--- config.mk ---
export PLATFORM = sky130hd
export DESIGN_NAME = fetch_queue
export DESIGN_NICKNAME = d
export VERILOG_FILES = /design/src/rtl/fetch_queue.sv
export SDC_FILE = /design/constraint.sdc
export NUM_CORES = 1
export LEC_CHECK = 0
export ABC_AREA = 1
export ABC_CLOCK_PERIOD_IN_PS = 13100
export BUFFER_PORTS_ARGS = -buffer_cell sky130_fd_sc_hd__buf_2
export CAP_MARGIN = 5
export CORE_MARGIN = 2
export CORE_UTILIZATION = 25
export DETAILED_ROUTE_END_ITERATION = 10
export HOLD_SLACK_MARGIN = 0.1
export PLACE_DENSITY = 0.49
export SYNTH_ARGS = -nofsm -noshare
export SYNTH_HDL_FRONTEND = slang
export SYNTH_SLANG_ARGS = --single-unit
--- constraint.sdc ---
create_clock -name clk -period 13.1 [get_ports clk]
set_clock_uncertainty 0.15 [all_clocks]
set_input_delay 2.62 -clock clk [delete_from_list [all_inputs] [get_ports clk]]
set_output_delay 2.62 -clock clk [all_outputs]
set_load 0.02 [all_outputs]
--- src/rtl/fetch_queue.sv ---
// rtl/fetch_queue.sv - run-ahead instruction fetch with a DEPTH-entry queue toward decode
// Issues sequential bus reads from an internal fetch PC; redirect flushes and retargets.
module fetch_queue #(
    parameter int          DEPTH    = 4,
    parameter logic [31:0] RESET_PC = 32'h0,
    parameter logic [31:0] PC_STEP  = 32'd4
) (
    input  logic                     clk,
    input  logic                     rst,
    input  logic                     enabled,
    output logic                     request_enable,
    output logic                     mode,
    output logic [31:0]              addr,
    output logic [31:0]              wdata,
    output logic [3:0]               wstrb,
    input  logic                     response_enable,
    input  logic [31:0]              data,
    input  logic                     redirect_valid,
    input  logic [31:0]              redirect_pc,
    output logic                     instr_valid,
    input  logic                     instr_ready,
    output logic [31:0]              instr_raw,
    output logic [31:0]              instr_pc,
    output logic [$clog2(DEPTH):0]   count
);

    localparam int             PW         = $clog2(DEPTH);
    localparam logic [PW:0]    FULL_COUNT = (PW+1)'(DEPTH);
    localparam logic [PW-1:0]  PTR_ONE    = PW'(1);
    localparam logic [PW:0]    CNT_ONE    = (PW+1)'(1);

    typedef enum logic [1:0] {
        ST_IDLE    = 2'd0,
        ST_WAIT    = 2'd1,
        ST_DISCARD = 2'd2
    } state_t;

    state_t         r_state;
    state_t         w_state_nxt;
    logic [31:0]    r_fetch_pc;
    logic [31:0]    r_req_pc;
    logic           r_req_en;
    logic [31:0]    r_mem_pc  [DEPTH];
    logic [31:0]    r_mem_raw [DEPTH];
    logic [PW-1:0]  r_wr_ptr;
    logic [PW-1:0]  r_rd_ptr;
    logic [PW:0]    r_count;
    logic           w_issue;
    logic           w_push;
    logic           w_pop;
    logic           w_full;
    logic           w_valid;

    assign w_full  = (r_count == FULL_COUNT);
    assign w_valid = (r_count != '0);
    assign w_pop   = w_valid && instr_ready && !redirect_valid;

    always_comb begin
        w_state_nxt = r_state;
        w_issue     = 1'b0;
        w_push      = 1'b0;
        case (r_state)
            ST_IDLE: begin
                // Only one access is ever outstanding, so a non-full queue always has room for it.
                if (enabled && !redirect_valid && !w_full) begin
                    w_issue     = 1'b1;
                    w_state_nxt = ST_WAIT;
                end
            end
            ST_WAIT: begin
                if (response_enable) begin
                    w_push      = !redirect_valid;
                    w_state_nxt = ST_IDLE;
                end else if (redirect_valid) begin
                    w_state_nxt = ST_DISCARD;
                end
            end
            ST_DISCARD: begin
                if (response_enable) begin
                    w_state_nxt = ST_IDLE;
                end
            end
            default: w_state_nxt = ST_IDLE;
        endcase
    end

    always_ff @(posedge clk) begin
        if (rst) begin
            r_state    <= ST_IDLE;
            r_fetch_pc <= RESET_PC;
            r_req_pc   <= '0;
            r_req_en   <= 1'b0;
            r_wr_ptr   <= '0;
            r_rd_ptr   <= '0;
            r_count    <= '0;
        end else begin
            r_state  <= w_state_nxt;
            r_req_en <= w_issue;
            if (w_issue) begin
                r_req_pc <= r_fetch_pc;
            end
            if (redirect_valid) begin
                r_fetch_pc <= redirect_pc & 32'hFFFF_FFFC;
                r_wr_ptr   <= '0;
                r_rd_ptr   <= '0;
                r_count    <= '0;
            end else begin
                if (w_issue) begin
                    r_fetch_pc <= r_fetch_pc + PC_STEP;
                end
                if (w_push) begin
                    r_wr_ptr <= r_wr_ptr + PTR_ONE;
                end
                if (w_pop) begin
                    r_rd_ptr <= r_rd_ptr + PTR_ONE;
                end
                case ({w_push, w_pop})
                    2'b10:   r_count <= r_count + CNT_ONE;
                    2'b01:   r_count <= r_count - CNT_ONE;
                    default: r_count <= r_count;
                endcase
            end
        end
    end

    always_ff @(posedge clk) begin
        if (w_push) begin
            r_mem_pc[r_wr_ptr]  <= r_req_pc;
            r_mem_raw[r_wr_ptr] <= data;
        end
    end

    assign request_enable = r_req_en;
    assign mode           = 1'b0;
    assign addr           = r_req_pc;
    assign wdata          = '0;
    assign wstrb          = '0;
    assign count          = r_count;
    assign instr_valid    = w_valid;
    assign instr_raw      = w_valid ? r_mem_raw[r_rd_ptr] : '0;
    assign instr_pc       = w_valid ? r_mem_pc[r_rd_ptr]  : '0;

endmodule

Word level (Yosys, flattened, before mapping):

Memories as Yosys holds them, arrays and structs flattened. A register that Yosys moved wholly into a read port is not among the register bits.
Cells that the tools add are included.

* add/subtract/negate cells: 5
* $mul: 0
* div/mod/pow operators: 0
* magnitude comparators: 0
* eq/ne operators: 8
* shifts and indexed selects: 0
* multiplexer cells: 20
* bitwise operators: 0
* reduce and logical (&&, ||, !) cells: 12

Operators by type and width (count)
* two-way mux 32 bit: 4
* adder 32 x 3 -> 32 bit, second input constant: 1
* two-way mux 2 bit: 8
* two-way mux 1 bit: 6
* case mux 2 bit (3 select lines): 1
* case mux 3 bit (2 select lines): 1
* adder 2 x 1 -> 2 bit, second input constant: 2
* == test 2 x 1 -> 1 bit, second input constant: 2
* == test 2 bit, second input constant: 2
* logical AND 1 bit: 4
* != test 2 bit, second input constant: 2
* nonzero test 2 bit: 2
* adder 3 x 1 -> 3 bit, second input constant: 1
* == test 3 bit, second input constant: 1
* != test 3 bit, second input constant: 1
* AND reduction 3 bit: 1
* nonzero test 3 bit: 1
* subtractor 3 x 1 -> 3 bit, second input constant: 1
* zero test 1 bit: 2
* zero test 2 bit: 1
* OR reduction 2 bit: 1

* bits in registers: 74
* latch bits: 0
* memory bits (writable): 256
* ROM bits: 0
* input port bits: 70
* output and inout bits: 138
* logic and storage cells: 55
* memories kept: 2

Memories
* r_mem_pc: words 4, bits a word 32, read ports 1, clocked after memory_dff 1, write ports 1, RTL line 43 `logic [31:0] r_mem_pc [DEPTH];`
* r_mem_raw: words 4, bits a word 32, read ports 1, clocked after memory_dff 1, write ports 1, RTL line 44 `logic [31:0] r_mem_raw [DEPTH];`

Logic depth before layout (Yosys ltp):

* depth after elaboration: 7
* gate-level depth with buffers: 11
* depth with buffers taken out: 11

Worst setup path after synthesis:

No wires, ideal clock.

* path kind: in2reg
* from: in redirect_valid
* to: mem r_mem_pc[0][10], enable pin
* library setup time: 0.482 ns
* arrival: 5.686 ns
* required time: 12.468 ns
* setup slack: 6.782 ns
* stages on the path: 4
* cell sequence: buf_2 inv_1 nand2_1 nor2_1

* longest elaborated chain between the ends: 5

Ends and longest elaborated chain
* from (decl): RTL line 18 `input logic redirect_valid,`
* zero test 1 bit: RTL line 72 `w_push = !redirect_valid;`
* two-way mux 1 bit: RTL line 71 `if (response_enable) begin`
* two-way mux 1 bit: RTL line 62 `case (r_state)`
* two-way mux 1 bit: RTL line 127 `if (w_push) begin`
* two-way mux 1 bit (not written as such): RTL line 128 `r_mem_pc[r_wr_ptr] <= r_req_pc;`
* to (decl): RTL line 43

No other way between the ends.

==> results.yml <==
run_status:
  status: "complete, no violations"
power:
  powerDensity_nw_per_um2: 141.9
  max-vdd-ir-drop_mv: 0.07578
  cellLeakagePower_nw: 6.117
placed_design:
  place_worst_setup_slack_ns: 7.357
  dpl-instance-area_sq_um: 14910
  dp_hpwl_microns: 22060
  gp_congestion: 0.8452
  port_buffers: 164
clock_network:
  cts_buffers: 38
  h-tree-depth: 2
  cts_resized: 0
  hold_buffers: 0
  cts_num_sinks: 320
  cts_buffer_depth: 3
  cts_tree: "done"
  cts_root_buf: "clkbuf_16"
  clk_latency_ns: 0.54
  clkSlewWorstSetupHoldPaths_ns: 0.06
  cts_setup_buffers: 0
hold_path:
  worstHoldPathType: "reg2reg"
  min-delay-start: "r_rd_ptr[1]"
setup_path:
  cp_data_required_time_ns: 10.33
  end_kind: "output pin"
  cp_max_fo: 92
  crit_path_max_incr_delay_ns: 0.71
  arrival_ns: 3.09
  cp_cell_sequence: "clkinv_2 > buf_4 > o21ai_0 > a21oi_1 > buf_2"
  critPathKind: "reg2out"
  critPathLaunchType: "flip-flop"
  r2r-start: "r_state[1]"
  slowest_stage: "dfxtp_4"
logic_synthesis:
  synthArstFlopShare: 0
  synth-edff-count: 248
  synth-seq-cells: 320
  synth_top_area_share: 0.5497
  yosys_warnings: 0
  synthTopCellsByArea: "edfxtp_1 (55%), dfxtp_1 (11%), nor2_1 (8.1%)"
  syn_area_sq_um: 13550
  yosys.area.top_type: "edfxtp_1"
  yosysMostFrequentCell: "nor2_1"
  synthCells: 1316
  synthFlopType: "edfxtp_1"
  synth_area_per_cell_sq_um: 10.29
  synth_cell_types: 36
  synth_common_cells: "nor2_1 (292), edfxtp_1 (248), o21ai_0 (186)"
  ys_seq_area_frac: 0.6561
timing:
  finalHoldViolations: 0
  worstMarginPinSlew_ns: 1.096
  rsz0062_at_grt: "false"
  tns_ns: 0
  fmax_mhz: 170.7
  setup_viol: 0
  worst_slack_ns: 7.242
  min_period_ns: 5.858
  finalCritPeriodShare: 0.4472
  drv_slew: 0
  slew_headroom: 0.2692
floorplanning:
  initial_core_util: 0.2523
  die_h_microns: 236.8
  die_area_sq_um: 56070
  die_w_microns: 236.8
  num_io_pins: 208
  row_count: 85
  core_sq_um: 53710
drt:
  vias: 9618
  antenna_left: 0
  dr.pass1.iters: 7
  drc: 0
  vias_per_cell: 4.392
  wl_microns: 36800
  drtIter0Drc: 513
  wire_per_inst_microns: 16.80
grt:
  grt_pass1_vias: 9208
  grt_pass1_wl_microns: 55750
  grt-ovfl-total: 0
  grt_max_degree: 93
  grt_use_total: 0.1303
  antenna_found_initial: 1
layout:
  postLayoutCellArea_sq_um: 16190
  seqCellArea_sq_um: 8894
  syn2layout_area_growth_pct: 19.47
  drive_above_1_share: 0.1767
  layout.nets: 1541
  n_antenna_cell: 0
  multi_input_comb_area_sq_um: 3993
  fill_cells: 5580
job:
  cap_violations: 0
final timing paths:
check / endpoint / slack, ns / cells after the start
min: flip-flop / 0.34 / 2
min reg2reg: flip-flop / 0.34 / 2
max: instr_pc[16] / 7.24 / 5
max reg2reg: r_mem_raw[0][28] / 10.19 / 6
sequential cells by signal (all words and copies together), names as in the netlist, named ones only:
signal,flops
r_fetch_pc,30
r_mem_pc,120
request_enable,1
r_rd_ptr,2
addr,30
r_wr_ptr,2
r_mem_raw,128
r_state,2
count,3
logic make-up after synthesis:
logic type               share of synthesized area
AO/OA/AOI/OAI                               0.1114
other                                    0.0002768
adder cells (fa/ha/maj)                   0.007019
AND/OR/NAND/NOR                             0.1563
XOR/XNOR                                  0.006465
flip-flops                                  0.6561
buffers and inverters                      0.06252
routing by layer:
metal,routed length (microns),global-route usage,vias up
li1,-,-,4716
met1,16930,0.1743,4625
met2,17430,0.2151,223
met3,1770,0.02798,54
met4,667,0.03145,0
met5,0,0,-
per-stage QoR:
step	cells	power [mW]	util	hold slack, ns
final	2190	2.296	0.3014	0.3386
after floorplan	1356	1.211	-	0.2917
after global placement	2120	1.244	0.2775	0.3273
after global routing	2190	2.389	0.3014	0.3744
after CTS	2190	2.334	0.3014	0.3384
after detailed placement	2120	1.246	0.2775	0.3310
cells in the final DEF (no fill, tap or decap), drive strengths merged:
cell,Yosys,final
a21oi,107,107
buf,73,175
bufinv,0,3
clkbuf,34,56
clkinv,1,9
clkinvlp,0,3
conb,1,41
dfxtp,72,72
edfxtp,248,248
fa,1,1
ha,6,6
inv,64,64
nand2,154,154
nand3,33,33
nand3b,1,1
nand4,8,8
nor2,299,299
nor3,9,9
nor3b,1,1
o211ai,2,2
o21a,1,1
o21ai,190,190
or2,1,1
xnor2,1,1
xor2,9,9
worst max-delay path, delay by kind of cell (launching register included):
kind / cells / cell delay [ns]
buffers and inverters: 3 / 1.33
AO/OA/AOI/OAI: 2 / 0.43
flip-flops: 1 / 0.71
cell type report:
type,count,share of cell area
repair buffers,175,0.05581
inverters,65,0.01515
multi-input cells,864,0.2467
flip-flops and latches,320,0.5495
clock buffers,56,0.06988
clock inverters,14,0.009199
well taps,696,0.05380
power breakdown:
part / switching (mW) / internal, mW / leakage (nW) / total, mW
combinational: 0.0674 / 0.0270 / 2.63 / 0.0943
sequential: 0.0205 / 1.11 / 2.87 / 1.13
clock: 0.415 / 0.659 / 0.618 / 1.07
total: 0.503 / 1.79 / 6.12 / 2.30
(Power assumes the default switching activity.)
